## src/rtl/sync_fifo_flags.sv

```systemverilog
// Single-clock FIFO with programmable almost-full/almost-empty thresholds,
// occupancy output, FWFT or registered read, write-through when full, flush and sticky errors.
module sync_fifo_flags #(
  parameter int DATA_WIDTH    = 8,
  parameter int FIFO_DEPTH    = 16,
  parameter int AFULL_THRESH  = FIFO_DEPTH - 2,
  parameter int AEMPTY_THRESH = 2,
  parameter bit FWFT          = 1'b1
) (
  input  logic                                  clk,
  input  logic                                  rst_n,
  input  logic                                  flush,
  input  logic                                  clr_err,
  input  logic                                  wr_en,
  input  logic [DATA_WIDTH-1:0]                 wr_data,
  output logic                                  full,
  output logic                                  almost_full,
  input  logic                                  rd_en,
  output logic [DATA_WIDTH-1:0]                 rd_data,
  output logic                                  rd_valid,
  output logic                                  empty,
  output logic                                  almost_empty,
  output logic [$clog2(FIFO_DEPTH+1)-1:0]       level,
  output logic                                  overflow,
  output logic                                  underflow
);

  localparam int ADDR_WIDTH  = $clog2(FIFO_DEPTH);
  localparam int LEVEL_WIDTH = $clog2(FIFO_DEPTH + 1);

  localparam logic [ADDR_WIDTH-1:0]  LAST_ADDR   = ADDR_WIDTH'(FIFO_DEPTH - 1);
  localparam logic [LEVEL_WIDTH-1:0] DEPTH_LEVEL = LEVEL_WIDTH'(FIFO_DEPTH);
  localparam logic [LEVEL_WIDTH-1:0] AFULL_LEVEL = LEVEL_WIDTH'(AFULL_THRESH);
  localparam logic [LEVEL_WIDTH-1:0] AEMPTY_LEVEL = LEVEL_WIDTH'(AEMPTY_THRESH);

  logic [DATA_WIDTH-1:0]  mem [FIFO_DEPTH];

  logic [ADDR_WIDTH-1:0]  wr_ptr_reg, wr_ptr_next;
  logic [ADDR_WIDTH-1:0]  rd_ptr_reg, rd_ptr_next;
  logic [LEVEL_WIDTH-1:0] level_reg, level_next;
  logic                   overflow_reg, overflow_next;
  logic                   underflow_reg, underflow_next;

  logic full_int;
  logic empty_int;
  logic rd_acc;
  logic wr_acc;
  logic ovf_set;
  logic unf_set;

  // All status is decoded from the registered level only, never from wr_en/rd_en.
  assign full_int  = (level_reg == DEPTH_LEVEL);
  assign empty_int = (level_reg == '0);

  assign full         = full_int;
  assign empty        = empty_int;
  assign almost_full  = (level_reg >= AFULL_LEVEL);
  assign almost_empty = (level_reg <= AEMPTY_LEVEL);
  assign level        = level_reg;
  assign overflow     = overflow_reg;
  assign underflow    = underflow_reg;

  // A read frees a slot in the same cycle, so a full FIFO can still take a write.
  assign rd_acc  = rd_en && !empty_int && !flush;
  assign wr_acc  = wr_en && !flush && (!full_int || rd_acc);
  assign ovf_set = wr_en && !wr_acc && !flush;
  assign unf_set = rd_en && empty_int && !flush;

  always_comb begin
    wr_ptr_next    = wr_ptr_reg;
    rd_ptr_next    = rd_ptr_reg;
    level_next     = level_reg;
    overflow_next  = overflow_reg;
    underflow_next = underflow_reg;

    if (flush) begin
      wr_ptr_next = '0;
      rd_ptr_next = '0;
      level_next  = '0;
    end else begin
      if (wr_acc) begin
        wr_ptr_next = (wr_ptr_reg == LAST_ADDR) ? '0 : wr_ptr_reg + ADDR_WIDTH'(1);
      end
      if (rd_acc) begin
        rd_ptr_next = (rd_ptr_reg == LAST_ADDR) ? '0 : rd_ptr_reg + ADDR_WIDTH'(1);
      end
      if (wr_acc && !rd_acc) begin
        level_next = level_reg + LEVEL_WIDTH'(1);
      end else if (rd_acc && !wr_acc) begin
        level_next = level_reg - LEVEL_WIDTH'(1);
      end
    end

    // Set has priority over clear so no error event is lost.
    if (ovf_set) begin
      overflow_next = 1'b1;
    end else if (clr_err) begin
      overflow_next = 1'b0;
    end
    if (unf_set) begin
      underflow_next = 1'b1;
    end else if (clr_err) begin
      underflow_next = 1'b0;
    end
  end

  always_ff @(posedge clk or negedge rst_n) begin
    if (!rst_n) begin
      wr_ptr_reg    <= '0;
      rd_ptr_reg    <= '0;
      level_reg     <= '0;
      overflow_reg  <= 1'b0;
      underflow_reg <= 1'b0;
    end else begin
      wr_ptr_reg    <= wr_ptr_next;
      rd_ptr_reg    <= rd_ptr_next;
      level_reg     <= level_next;
      overflow_reg  <= overflow_next;
      underflow_reg <= underflow_next;
    end
  end

  // Storage carries no reset so it can map onto RAM resources.
  always_ff @(posedge clk) begin
    if (wr_acc) begin
      mem[wr_ptr_reg] <= wr_data;
    end
  end

  generate
    if (FWFT) begin : g_fwft
      assign rd_data  = mem[rd_ptr_reg];
      assign rd_valid = !empty_int;
    end else begin : g_reg_read
      logic [DATA_WIDTH-1:0] rd_data_reg;
      logic                  rd_valid_reg;

      always_ff @(posedge clk or negedge rst_n) begin
        if (!rst_n) begin
          rd_data_reg  <= '0;
          rd_valid_reg <= 1'b0;
        end else begin
          rd_valid_reg <= rd_acc;
          if (rd_acc) begin
            rd_data_reg <= mem[rd_ptr_reg];
          end
        end
      end

      assign rd_data  = rd_data_reg;
      assign rd_valid = rd_valid_reg;
    end
  endgenerate

endmodule

```

## config.mk

```make
export PLATFORM = sky130hd
export DESIGN_NAME = sync_fifo_flags
export DESIGN_NICKNAME = d
export VERILOG_FILES = /design/src/rtl/sync_fifo_flags.sv
export SDC_FILE = /design/constraint.sdc
export NUM_CORES = 1
export LEC_CHECK = 0
export ABC_AREA = 0
export CAP_MARGIN = 40
export CELL_PAD_IN_SITES_DETAIL_PLACEMENT = 1
export CELL_PAD_IN_SITES_GLOBAL_PLACEMENT = 1
export CORE_ASPECT_RATIO = 0.9
export CORE_MARGIN = 2
export CORE_UTILIZATION = 40
export CTS_BUF_LIST = sky130_fd_sc_hd__clkbuf_16
export CTS_CLUSTER_SIZE = 8
export DETAILED_ROUTE_END_ITERATION = 8
export GPL_ROUTABILITY_DRIVEN = 0
export HOLD_SLACK_MARGIN = 0.03
export MAX_ROUTING_LAYER = met4
export PLACE_DENSITY = 0.67
export RECOVER_POWER = 50
export SLEW_MARGIN = 10
export SYNTH_ARGS = -nofsm -noshare
export SYNTH_HDL_FRONTEND = slang
export SYNTH_SLANG_ARGS = --single-unit
```

## constraint.sdc

```tcl
create_clock -name clk -period 3.5 [get_ports clk]
set_input_delay 0.7 -clock clk [delete_from_list [all_inputs] [get_ports clk]]
set_output_delay 0.7 -clock clk [all_outputs]
set_load 0.02 [all_outputs]
```

# Word-level counts from Yosys, hierarchy flattened
# Memory sizes are Yosys's and may differ from the RTL's.
# Cells that the tools add are included.
# totals
output_inout_bits	20
memories	1
ram_bits	128
latchBits	0
rom_bits	0
regBits	15
# op_classes
n_div	0
mux	14
bitwise	0
mul	0
shift	0
n_reduce_logical	22
order_cmp	2
eq_ne	3
add_sub_neg	4
# memory_table
memory	words	width	rd	rd_ports_with_merged_regs	write_ports	line_no	rtl
mem	16	8	1	0	1	36	logic [DATA_WIDTH-1:0] mem [FIFO_DEPTH];
# op_table
operator	n
$mux W4	6
$mux W5	3
$logic_and A1 B1 Y1	10
$add A4 B1 Y4 const B	2
$eq A4 B4 Y1 const B	2
$reduce_bool A2 Y1	4
$add A5 B1 Y5 const B	1
$eq A5 B5 Y1 const B	1
$ge A5 B4 Y1 const B	1
$le A5 B2 Y1 const B	1
$logic_not A1 Y1	5
$logic_not A5 Y1	1
$mux W1	5
$sub A5 B1 Y5 const B	1
$reduce_bool A3 Y1	1
$logic_or A1 B1 Y1	1

# Logic depth before layout (Yosys ltp)
# Gate-level depths: netlist of the first run.
# logic_depth
depth_word	11
depth_mapped	9
depth_no_buf	8

# Worst setup path before layout of the first run
# No wires, ideal clock.
# synth_timing
path_kind	register to register
start	register level_reg[2], in the netlist level[2]
end	register level_reg[4], in the netlist level[4]
setup_time_ns	0.137
stages_incl_launch_ff	10
path_buffers	1
arrival_ns	2.803
t_required_ns	3.363
slack_ns	0.560
cell_sequence	dfrtp_1 -> or4_1 -> buf_6 -> o21ai_1 -> nand2b_1 -> fa_1 -> a21o_1 -> a2111o_1 -> o211ai_1 -> a31oi_1
# synth_between
elab_chain_cells	9
# synth_lines
item	line_no	rtl
from (decl)	40	logic [LEVEL_WIDTH-1:0] level_reg, level_next;
from (signal assigned)	117	level_reg <= level_next;
parallel branches: the longest is 9 deep, another holds $sub A5 B1 Y5	--	
# Several ways; the timed one is not identified. The select of a mux whose other input is x is not followed.
# A chain may end at the register's enable or synchronous reset.

# Worst setup path in the final report of the first run
# layout_timing
start	register rd_ptr_reg[1]
end	output port rd_data[0]
# layout_between
elab_chain_cells	1
# layout_lines
item	line_no	rtl
from (decl)	39	logic [ADDR_WIDTH-1:0] rd_ptr_reg, rd_ptr_next;
from (signal assigned)	116	rd_ptr_reg <= rd_ptr_next;
$mem_v2 Z16 W8	--	
to (decl)	19	output logic [DATA_WIDTH-1:0] rd_data,
# No other way between the ends.

==> qor.yml, run 1 <==
worst_setup_path:
  critPathMaxStageDelay_ns: 0.61
  criticalPathCategory: "reg2out"
  cp-end-kind: "output port"
  startpoint_type: "register"
  path_cells: "and2_1, buf_4, a221oi_1, o21ai_0, nand2_1, clkdlybuf4s50_1"
  cp_max_fo: 8
  crit_arrival_ns: 2.75
  cp.required_ns: 2.80
  crit_slowest_cell: "clkdlybuf4s50_1"
  cp-startpoint: "rd_ptr_reg[1]$_DFFE_PN0P_"
  timing.rr.start: "level[3]$_DFFE_PN0P_"
yosys:
  synth_top_area_cell: "edfxtp_1"
  netlist_area_um2: 6050
  yosysUniqueCellTypes: 47
  syn-num-nets: 380
  yosys-top-cells-area: "edfxtp_1 63%, dfrtp_1 6.2%, mux4_2 6.0%"
  synth_top_area_share_pct: 63.5
  ys.flop_type: "edfxtp_1"
  ys_ff_latch: 143
  synth-edff-count: 128
  avgSynthCellArea_um2: 17.0
  ys_warn_count: 0
  ys_seq_area_share_pct: 69.7
  synthArstFlopShare_pct: 10.5
  netlist_instances: 356
final_layout:
  nets: 429
  design_area_um2: 7300
  largest_register_ffs: 128
  num_antenna_cells: 0
  drive_above_1_share_pct: 16.3
  final_cell_mix: "128 x edfxtp_1, 34 x mux2i_1, 24 x clkdlybuf4s50_1"
  instances_no_fill: 616
  fillCellCount: 1389
  layout_commonest_cell: "edfxtp_1"
  syn_to_final_growth_pct: 20.6
  multi_input_area_um2: 1730
  ff_latch_area_um2: 4220
place:
  dp_hpwl_mm: 8.66
  place_area_um2: 6660
  place_inst: 583
  port_buffers: 33
clock_tree:
  post_cts_buffers: 0
  ctsHoldBuffers: 0
  cts_buffer_depth: 2
  cts.clk_slew.worst_paths_ns: 0.06
  clock_sinks: 143
  htreeDepth: 4
  root_buffer: "clkbuf_16"
  cts_tree: "yes"
  numCtsBuffers: 17
  insertion_delay_ns: 0.41
pwr:
  p_sw_share_pct: 25.7
  p_comb_share_pct: 20.9
  p_leak_uw: 0.00248
  internal-power_uw: 3650
  pwr-share-seq_pct: 40.2
  pwr_density_cell_nw_per_um2: 673
  pwr-share-clk_pct: 38.8
  p_switching_uw: 1270
  ir_drop_uv: 342
global_route:
  antenna_found_initial: 0
  overflow: 0
  grt_pass1_vias: 3559
  grt_max_degree: 54
  grt_util_all_layers_pct: 18.3
  grt_pass1_wl_mm: 21.1
floorplan:
  dieArea_um2: 16100
  io_pins: 34
  initial_core_util_pct: 41.0
  fp.dieW_um: 134
  core_area_um2: 14800
  die_h_um: 121
  num_rows: 42
sta:
  clock.fmax_mhz: 290
  rsz0062_at_grt: "true"
  finalCritPeriodShare_pct: 98.7
  setup_tns_ns: 0
  setup_viol: 0
  max-slew-margin-rel_pct: 48.8
  drv_slew: 0
  fin_skew_ns: 0.00627
  hold_viol_final: 0
  period_needed_ns: 3.45
  tightest_slew_ns: 0.765
job:
  cap_violations: 0
detailed_routing:
  drt-wirelength-per-cell_um: 21.6
  drt_wl_total_mm: 13.3
  first_pass_iters: 4
  drc_errors: 0
  num_vias: 3320
  drt-initial-drc-count: 336
  ant_nets: 0
  via_per_inst: 5.39
run_status:
  status: "finished clean"
hold_path:
  min_path_type: "reg2reg"
  worstHoldStart: "overflow$_DFFE_PN0P_"
-- what timing repair did --
action | CTS | global route
gates resized for setup | 1 | 2
cloned | 0 | 0
endpoints found under the setup margin | 1 | 6
-- metrics by stage --
stage               hold WS, ns  setup slack, ns  power (uW)  utilization (%)
finish                    0.517           0.0458        4920             49.5
global route              0.551          -0.0901        5100             49.5
CTS                       0.524          0.00967        4980             49.4
detailed placement        0.512            0.269        3070             45.1
global placement          0.501            0.321        3050             45.1
floorplan                 0.404            0.560        2690                -
-- critical path, delay by kind of cell, from the launching register on --
family	cells	cell delay, ns
buffers and inverters	2	0.84
AO/OA/AOI/OAI	2	0.69
AND/OR/NAND/NOR	2	0.42
flip-flops	1	0.40
-- Yosys cell counts (8+ instances only) --
master,n
mux2i_1,34
inv_1,8
mux4_2,16
and2_1,14
dfrtp_1,15
a22oi_1,8
edfxtp_1,128
o21ai_0,10
a221oi_1,16
nor2_1,11
nand2_1,11
ha_1,9
-- final cells by class --
type                       count  share of cell area, %
clock buffer                  17                   5.82
clock inverter                15                   2.78
inverter                       8                  0.411
multi-input combinational    187                   23.7
sequential                   143                   57.8
tap                          198                   3.39
timing repair buffer          48                   6.13
-- path summary, 6_finish.rpt --
path                       cells after the start                        end  slack [ns]
min                                            1       overflow$_DFFE_PN0P_        0.52
max reg2reg                                    8       level[4]$_DFFE_PN0P_        0.24
min reg2reg                                    1       overflow$_DFFE_PN0P_        0.52
max                                            6                 rd_data[0]        0.05
min in group asynchronous                      1       level[0]$_DFFE_PN0P_        0.81
max in group asynchronous                      1  rd_ptr_reg[0]$_DFFE_PN0P_        2.16
-- power by group through the flow --
stage | clock (uW) | sequential [uW] | combinational [uW]
2_1_floorplan | 0 | 2030 | 662
3_3_place_gp | 0 | 2010 | 1030
3_5_place_dp | 0 | 2020 | 1050
4_1_cts | 1940 | 1980 | 1060
5_1_grt | 2000 | 1990 | 1110
6_report | 1910 | 1980 | 1030
-- cell families (layout without fill, tap and decap cells) --
kind of cell	count (synthesis)	after routing	synth area share, %
buffers and inverters	26	88	1.94
AOI/OAI and AO/OA	59	59	7.38
and+or+nand+nor	59	59	5.27
xor gates and xnor gates	4	4	0.579
adders and majority gates	10	10	2.19
muxes	55	55	12.9
DFF	143	143	69.7
-- layer usage --
layer / track usage [%] / wire, um / vias to the layer above
li1: - / - / 1523
met1: 26.0 / 6380 / 1733
met2: 27.2 / 6320 / 50
met3: 4.11 / 503 / 14
met4: 4.45 / 108 / 0
met5: - / 0 / -
Note: power is estimated with default switching activity, not from simulation.
==> run 2: changes to the inputs <==
CTS_CLUSTER_SIZE = 10   (was 8)
PLACE_DENSITY = 0.65   (was 0.67)
==> run 2 against run 1 <==
Clock skew up 0.014 ns. Non-clock buffer count grew 8. Count of clock-buffer cells in the layout unchanged. Largest cell class unchanged. Flip-flop and latch count unchanged. Power down 0.36%. Core utilization grew 0.64 points. Sequential power hardly changed. Worst setup slack gained 0.077 ns. Critical path depth rose by 1.
==> qor.yml, run 2 (same netlist as run 1, synthesis figures left out) <==
worst_setup_path:
  cp_max_fo: 16  # +8
  timing.rr.start: "level[2]$_DFFE_PN0P_"
  r2r_slack_ns: 0.30  # +0.06 ns
  critPathMaxStageDelay_ns: 0.60  # about the same
  crit_slowest_cell: "clkdlybuf4s50_1"
  cp-end-kind: "output port"
  r2r-end: "level[4]$_DFFE_PN0P_"
  rr_worst_depth: 8  # unchanged
  cpMostUsedCell: "buf_4"
  crit_arrival_ns: 2.68  # -0.07 ns
  cp.required_ns: 2.80  # about the same
  path_cells: "buf_4, and2_1, buf_4, a221oi_1, o21ai_0, nand2_1, clkdlybuf4s50_1"
  criticalPathCategory: "reg2out"
  startpoint_type: "register"
detailed_routing:
  drt_wl_total_mm: 13.9  # +4.1%
  first_pass_iters: 4  # unchanged
  via_per_inst: 5.43  # +0.77%
  num_vias: 3389  # +2.1%
  drc_errors: 0  # unchanged
  ant_nets: 0  # unchanged
  drt-wirelength-per-cell_um: 22.2  # +2.8%
  drt-initial-drc-count: 248  # -26%
final_layout:
  layout_commonest_cell: "edfxtp_1"
  nets: 437  # +1.9%
  final_cell_mix: "128 x edfxtp_1, 34 x mux2i_1, 24 x clkdlybuf4s50_1"
  design_area_um2: 7400  # +1.3%
  drive_above_1_share_pct: 21.1  # +4.9 points
  num_antenna_cells: 0  # unchanged
  largest_register_ffs: 128  # unchanged
  syn_to_final_growth_pct: 22.2
clock_tree:
  cts_tree: "yes"
  numCtsBuffers: 17  # unchanged
  ctsHoldBuffers: 0  # unchanged
  cts.clk_slew.worst_paths_ns: 0.06  # about the same
  root_buffer: "clkbuf_16"
  cts_buffer_depth: 2  # unchanged
  insertion_delay_ns: 0.43  # +0.02 ns
  htreeDepth: 4  # unchanged
  clock_sinks: 143  # unchanged
global_route:
  grt_pass1_vias: 3542  # -0.48%
  grt_pass1_wl_mm: 21.5  # +2.2%
  grt_max_degree: 23  # -57%
  overflow: 0  # unchanged
  antenna_found_initial: 0  # unchanged
  grt_util_all_layers_pct: 19.0  # +0.62 points
floorplan:
  io_pins: 34  # unchanged
  die_h_um: 121  # unchanged
  num_rows: 42  # unchanged
  dieArea_um2: 16100  # unchanged
  fp.dieW_um: 134  # unchanged
  initial_core_util_pct: 41.0  # unchanged
  core_area_um2: 14800  # unchanged
sta:
  tightest_slew_ns: 0.820  # +0.0545 ns
  setup_ws_ns: 0.122  # +0.0766 ns
  period_needed_ns: 3.38  # -0.0766 ns
  hold_viol_final: 0  # unchanged
  finalCritPeriodShare_pct: 96.5  # -2.2 points
  clock.fmax_mhz: 296  # +2.3%
  setup_viol: 0  # unchanged
  drv_slew: 0  # unchanged
  max-slew-margin-rel_pct: 45.2  # -3.6 points
  fin_skew_ns: 0.0205  # +0.0142 ns
  rsz0062_at_grt: "true"
hold_path:
  min_path_type: "reg2reg"
  whs_endpoint: "underflow$_DFFE_PN0P_"
  whs_path_depth: 2  # +1
  worstHoldStart: "underflow$_DFFE_PN0P_"
pwr:
  ir_drop_uv: 357  # +4.4%
  pwr_density_cell_nw_per_um2: 662  # -1.6%
  p_leak_uw: 0.00254  # +2.5%
place:
  place_area_um2: 6710  # +0.64%
  port_buffers: 33  # unchanged
  dp_hpwl_mm: 9.12  # +5.3%
  dp_worst_setup_slack_ns: 0.248  # -0.0207 ns
run_status:
  status: "finished clean"
job:
  cap_violations: 0  # unchanged
## run 2: cell types whose count changed in the layout (fill, tap and decap cells not counted), moves of 3 or more
cell	before	now
buf_4	12	21
a221oi_1	13	6
a221oi_2	3	10
clkinv_2	2	6
clkinv_4	1	5
inv_1	11	8
## run 2: critical path, delay by kind of cell, from the launching register on
kind | cells | cell delay (ns)
buffers and inverters | 3 | 1.01
AO/OA/AOI/OAI | 2 | 0.61
AND/OR/NAND/NOR | 2 | 0.27
flip-flops | 1 | 0.37
## run 2: where the power goes
| group | switching (uW) | internal, uW | total (uW) |
|---|---|---|---|
| sequential | 51.5 | 1910 | 1970 |
| combinational | 575 | 541 | 1120 |
| clock | 703 | 1120 | 1820 |
## run 2: worst max-delay path by stage
stage                                          from                    to  slack [ns]  depth (start not counted)
after CTS                 rd_ptr_reg[2]$_DFFE_PN0P_            rd_data[7]        0.02                          7
after global routing      rd_ptr_reg[2]$_DFFE_PN0P_            rd_data[2]       -0.01                          7
final                     rd_ptr_reg[2]$_DFFE_PN0P_            rd_data[2]        0.12                          7
after global placement                        wr_en  level[4]$_DFFE_PN0P_        0.31                          9
after floorplan                level[2]$_DFFE_PN0P_  level[4]$_DFFE_PN0P_        0.56                          9
after detailed placement                      wr_en  level[4]$_DFFE_PN0P_        0.25                          9
## run 2: per-stage QoR
| step | total power, uW | instances | hold slack (ns) | setup TNS, ns | utilization (%) |
|---|---|---|---|---|---|
| final | 4900 | 624 | 0.548 | 0 | 50.1 |
| after global routing | 5100 | 624 | 0.579 | -0.0198 | 50.1 |
| after CTS | 4910 | 619 | 0.554 | 0 | 49.5 |
| after detailed placement | 3100 | 587 | 0.534 | 0 | 45.4 |
| after global placement | 3080 | 586 | 0.505 | 0 | 45.4 |
| after floorplan | 2690 | 356 | 0.404 | 0 | - |
## run 2: repair_timing
action,CTS,global route
gates resized for setup,2,9
endpoints found under the setup margin,2,8
endpoints found under the hold margin,0,0
buffers inserted,0,5
## run 2: metal layers
| metal | up-vias | GRT usage, % | part of all wire (%) |
|---|---|---|---|
| met5 | - | - | 0 |
| met4 | 0 | 5.59 | 0.96 |
| met3 | 15 | 4.15 | 3.5 |
| met2 | 65 | 27.7 | 46 |
| met1 | 1765 | 26.9 | 50 |
| li1 | 1544 | - | - |
## run 2: layout make-up
| class | count | area, um2 |
|---|---|---|
| fill | 1381 | 7370 |
| clock inverter | 15 | 171 |
| inverter | 8 | 30.0 |
| tap | 198 | 248 |
| multi-input combinational | 187 | 1770 |
| timing repair buffer | 56 | 528 |
| sequential | 143 | 4220 |
| clock buffer | 17 | 425 |
==> edit: new RTL, flow settings as in run 1 <==
The parameter `FWFT` goes from 1'b1 to 1'b0.
--- a/src/rtl/sync_fifo_flags.sv
+++ b/src/rtl/sync_fifo_flags.sv
@@ -5,7 +5,7 @@
   parameter int FIFO_DEPTH    = 16,
   parameter int AFULL_THRESH  = FIFO_DEPTH - 2,
   parameter int AEMPTY_THRESH = 2,
-  parameter bit FWFT          = 1'b1
+  parameter bit FWFT          = 1'b0
 ) (
   input  logic                                  clk,
   input  logic                                  rst_n,
Formal check against the unedited RTL: not equivalent (Yosys sat finds a counterexample within 4 cycles, from zero or initial values and one cycle with rst_n low).
==> edit against run 1 <==
  * Synthesized area is 3.9% higher
  * Count of clock-buffer cells in the layout unchanged
  * Total power rose by 3.4%
  * Final area grew 2.6%
  * Die area grew 3.8%
  * Setup slack gained 0.43 ns
  * Routed wire length increased by 3.5%
  * Sequential cell count up 9
==> edit: results (changes against run 1) <==
Kind of critical path - flop to output pin
Hpwl dp - 8.83 mm (+1.9%)
R2r setup slk - 0.55 ns (+0.31 ns)
GRT Overall Usage - 19.0% (+0.65 points)
Setup crit end - empty
Slowest CP cell - or4_4
Largest net degree at the start of global routing - 37 (-31%)
Reg clk slew, reported paths - 0.06 ns (about the same)
Total number of vias - 3,414 (+2.8%)
VDD IR-drop max - 0.363 mV (+6.1%)
Initial DRT Pass Iterations - 4 (unchanged)
R2R cell count - 7 (-1)
Placed cell areas - 6980 um^2 (+4.8%)
FF-to-FF End - level[4]
Run status - finished, final reports clean
Nets@finish - 435 (+1.4%)
Hold Crit Class - flop to flop
CTS max path bufs - 2 (unchanged)
Layout cells sized above 1 - 20.5% (+4.3 points)
Tmin final - 3.02 ns (-0.435 ns)
Netlist cell types - 44 (-6.4%)
Fillers - 1,490 (+7.3%)
Final cell count without fillers - 626 (+1.6%)
Asr flop ratio synth - 15.8% (+5.3 points)
CTS resizes - 0 (-1)
Cells after DPL - 594 (+1.9%)
Crit-path max FO - 12 (+4)
Global-route wire length before repair - 21.9 mm (+3.8%)
Vias in the first global route - 3,652 (+2.6%)
Worst-Margin Slew - 1.40 ns (+0.633 ns)
Critical path arrival - 2.32 ns (-0.43 ns)
Leak Pwr - 0.00250 uW (+0.49%)
Pre-CTS WS - 0.389 ns (+0.120 ns)
Register area share after synthesis - 70.6% (+0.93 points)
Port buffer count - 33 (unchanged)
Syn. warnings - 0 (unchanged)
Reg2reg start - level[1]
Number of flip-flops under the largest register name - 128 (unchanged)
CP max stage delay - 0.67 ns (+0.06 ns)
Net Count, Synth - 376 (-1.1%)
Routed WL - 13.8 mm (+3.5%)
Initial antenna violation count - 0 (unchanged)
Post-synth top cells - edfxtp_1 (128), mux4_2 (32), dfrtp_1 (24), nor2_1 (21), mux2i_1 (18)
Post-Syn Area per Cell - 17.9 um^2 (+5.1%)
Initial drt markers - 256 (-24%)
Post-DRT Antenna Nets - 0 (unchanged)
Setup Skew - 0.00591 ns (-0.000358 ns)
Area contributors post-synth - edfxtp_1 (61%), mux4_2 (11%), dfrtp_1 (9.5%)
H-tree level count - 4 (unchanged)
edit: report_power, final:
group          leakage (uW)  switching (uW)  internal [uW]
clock              0.000256             712            962
sequential          0.00147             108           2060
combinational      0.000770             647            590
edit: logic make-up after synthesis:
kind of cell | synth area share, %
flip-flops | 70.6
buffers and inverters | 1.83
multiplexers | 14.3
AO/OA/AOI/OAI | 5.55
AND/OR/NAND/NOR | 4.87
XOR/XNOR | 0.696
adder cells (fa/ha/maj) | 2.11
edit: worst min path at each step:
| stage | depth (start not counted) | from | endpoint | slack [ns] |
|---|---|---|---|---|
| detailed placement | 2 | rd_data[3] | rd_data[3] | 0.50 |
| floorplan | 0 | rst_n | level[0] | 0.40 |
| global placement | 2 | rd_data[6] | rd_data[6] | 0.47 |
| finish | 2 | rd_data[3] | rd_data[3] | 0.51 |
| CTS | 2 | rd_data[3] | rd_data[3] | 0.51 |
| global route | 2 | rd_data[4] | rd_data[4] | 0.54 |
edit: area by class of cell:
type	instances	area, um^2	area share (%)
sequential	152	4450	59.3
multi-input combinational	176	1710	22.8
timing repair buffer	58	527	7.03
clock buffer	17	425	5.68
tap	202	253	3.37
clock inverter	15	114	1.52
inverter	6	22.5	0.300
edit: per-layer routing:
| metal | GRT usage (%) | vias up | wire length [um] |
|---|---|---|---|
| met1 | 25.2 | 1834 | 6410 |
| li1 | - | 1524 | - |
| met4 | 5.40 | 0 | 166 |
| met2 | 29.2 | 43 | 6780 |
| met3 | 4.92 | 13 | 421 |
| met5 | - | - | 0 |
edit: worst max-delay path: cells and delay by family (launching register included):
family | cells | cell delay (ns)
AND/OR/NAND/NOR | 2 | 0.79
buffers and inverters | 1 | 0.61
flip-flops | 1 | 0.49
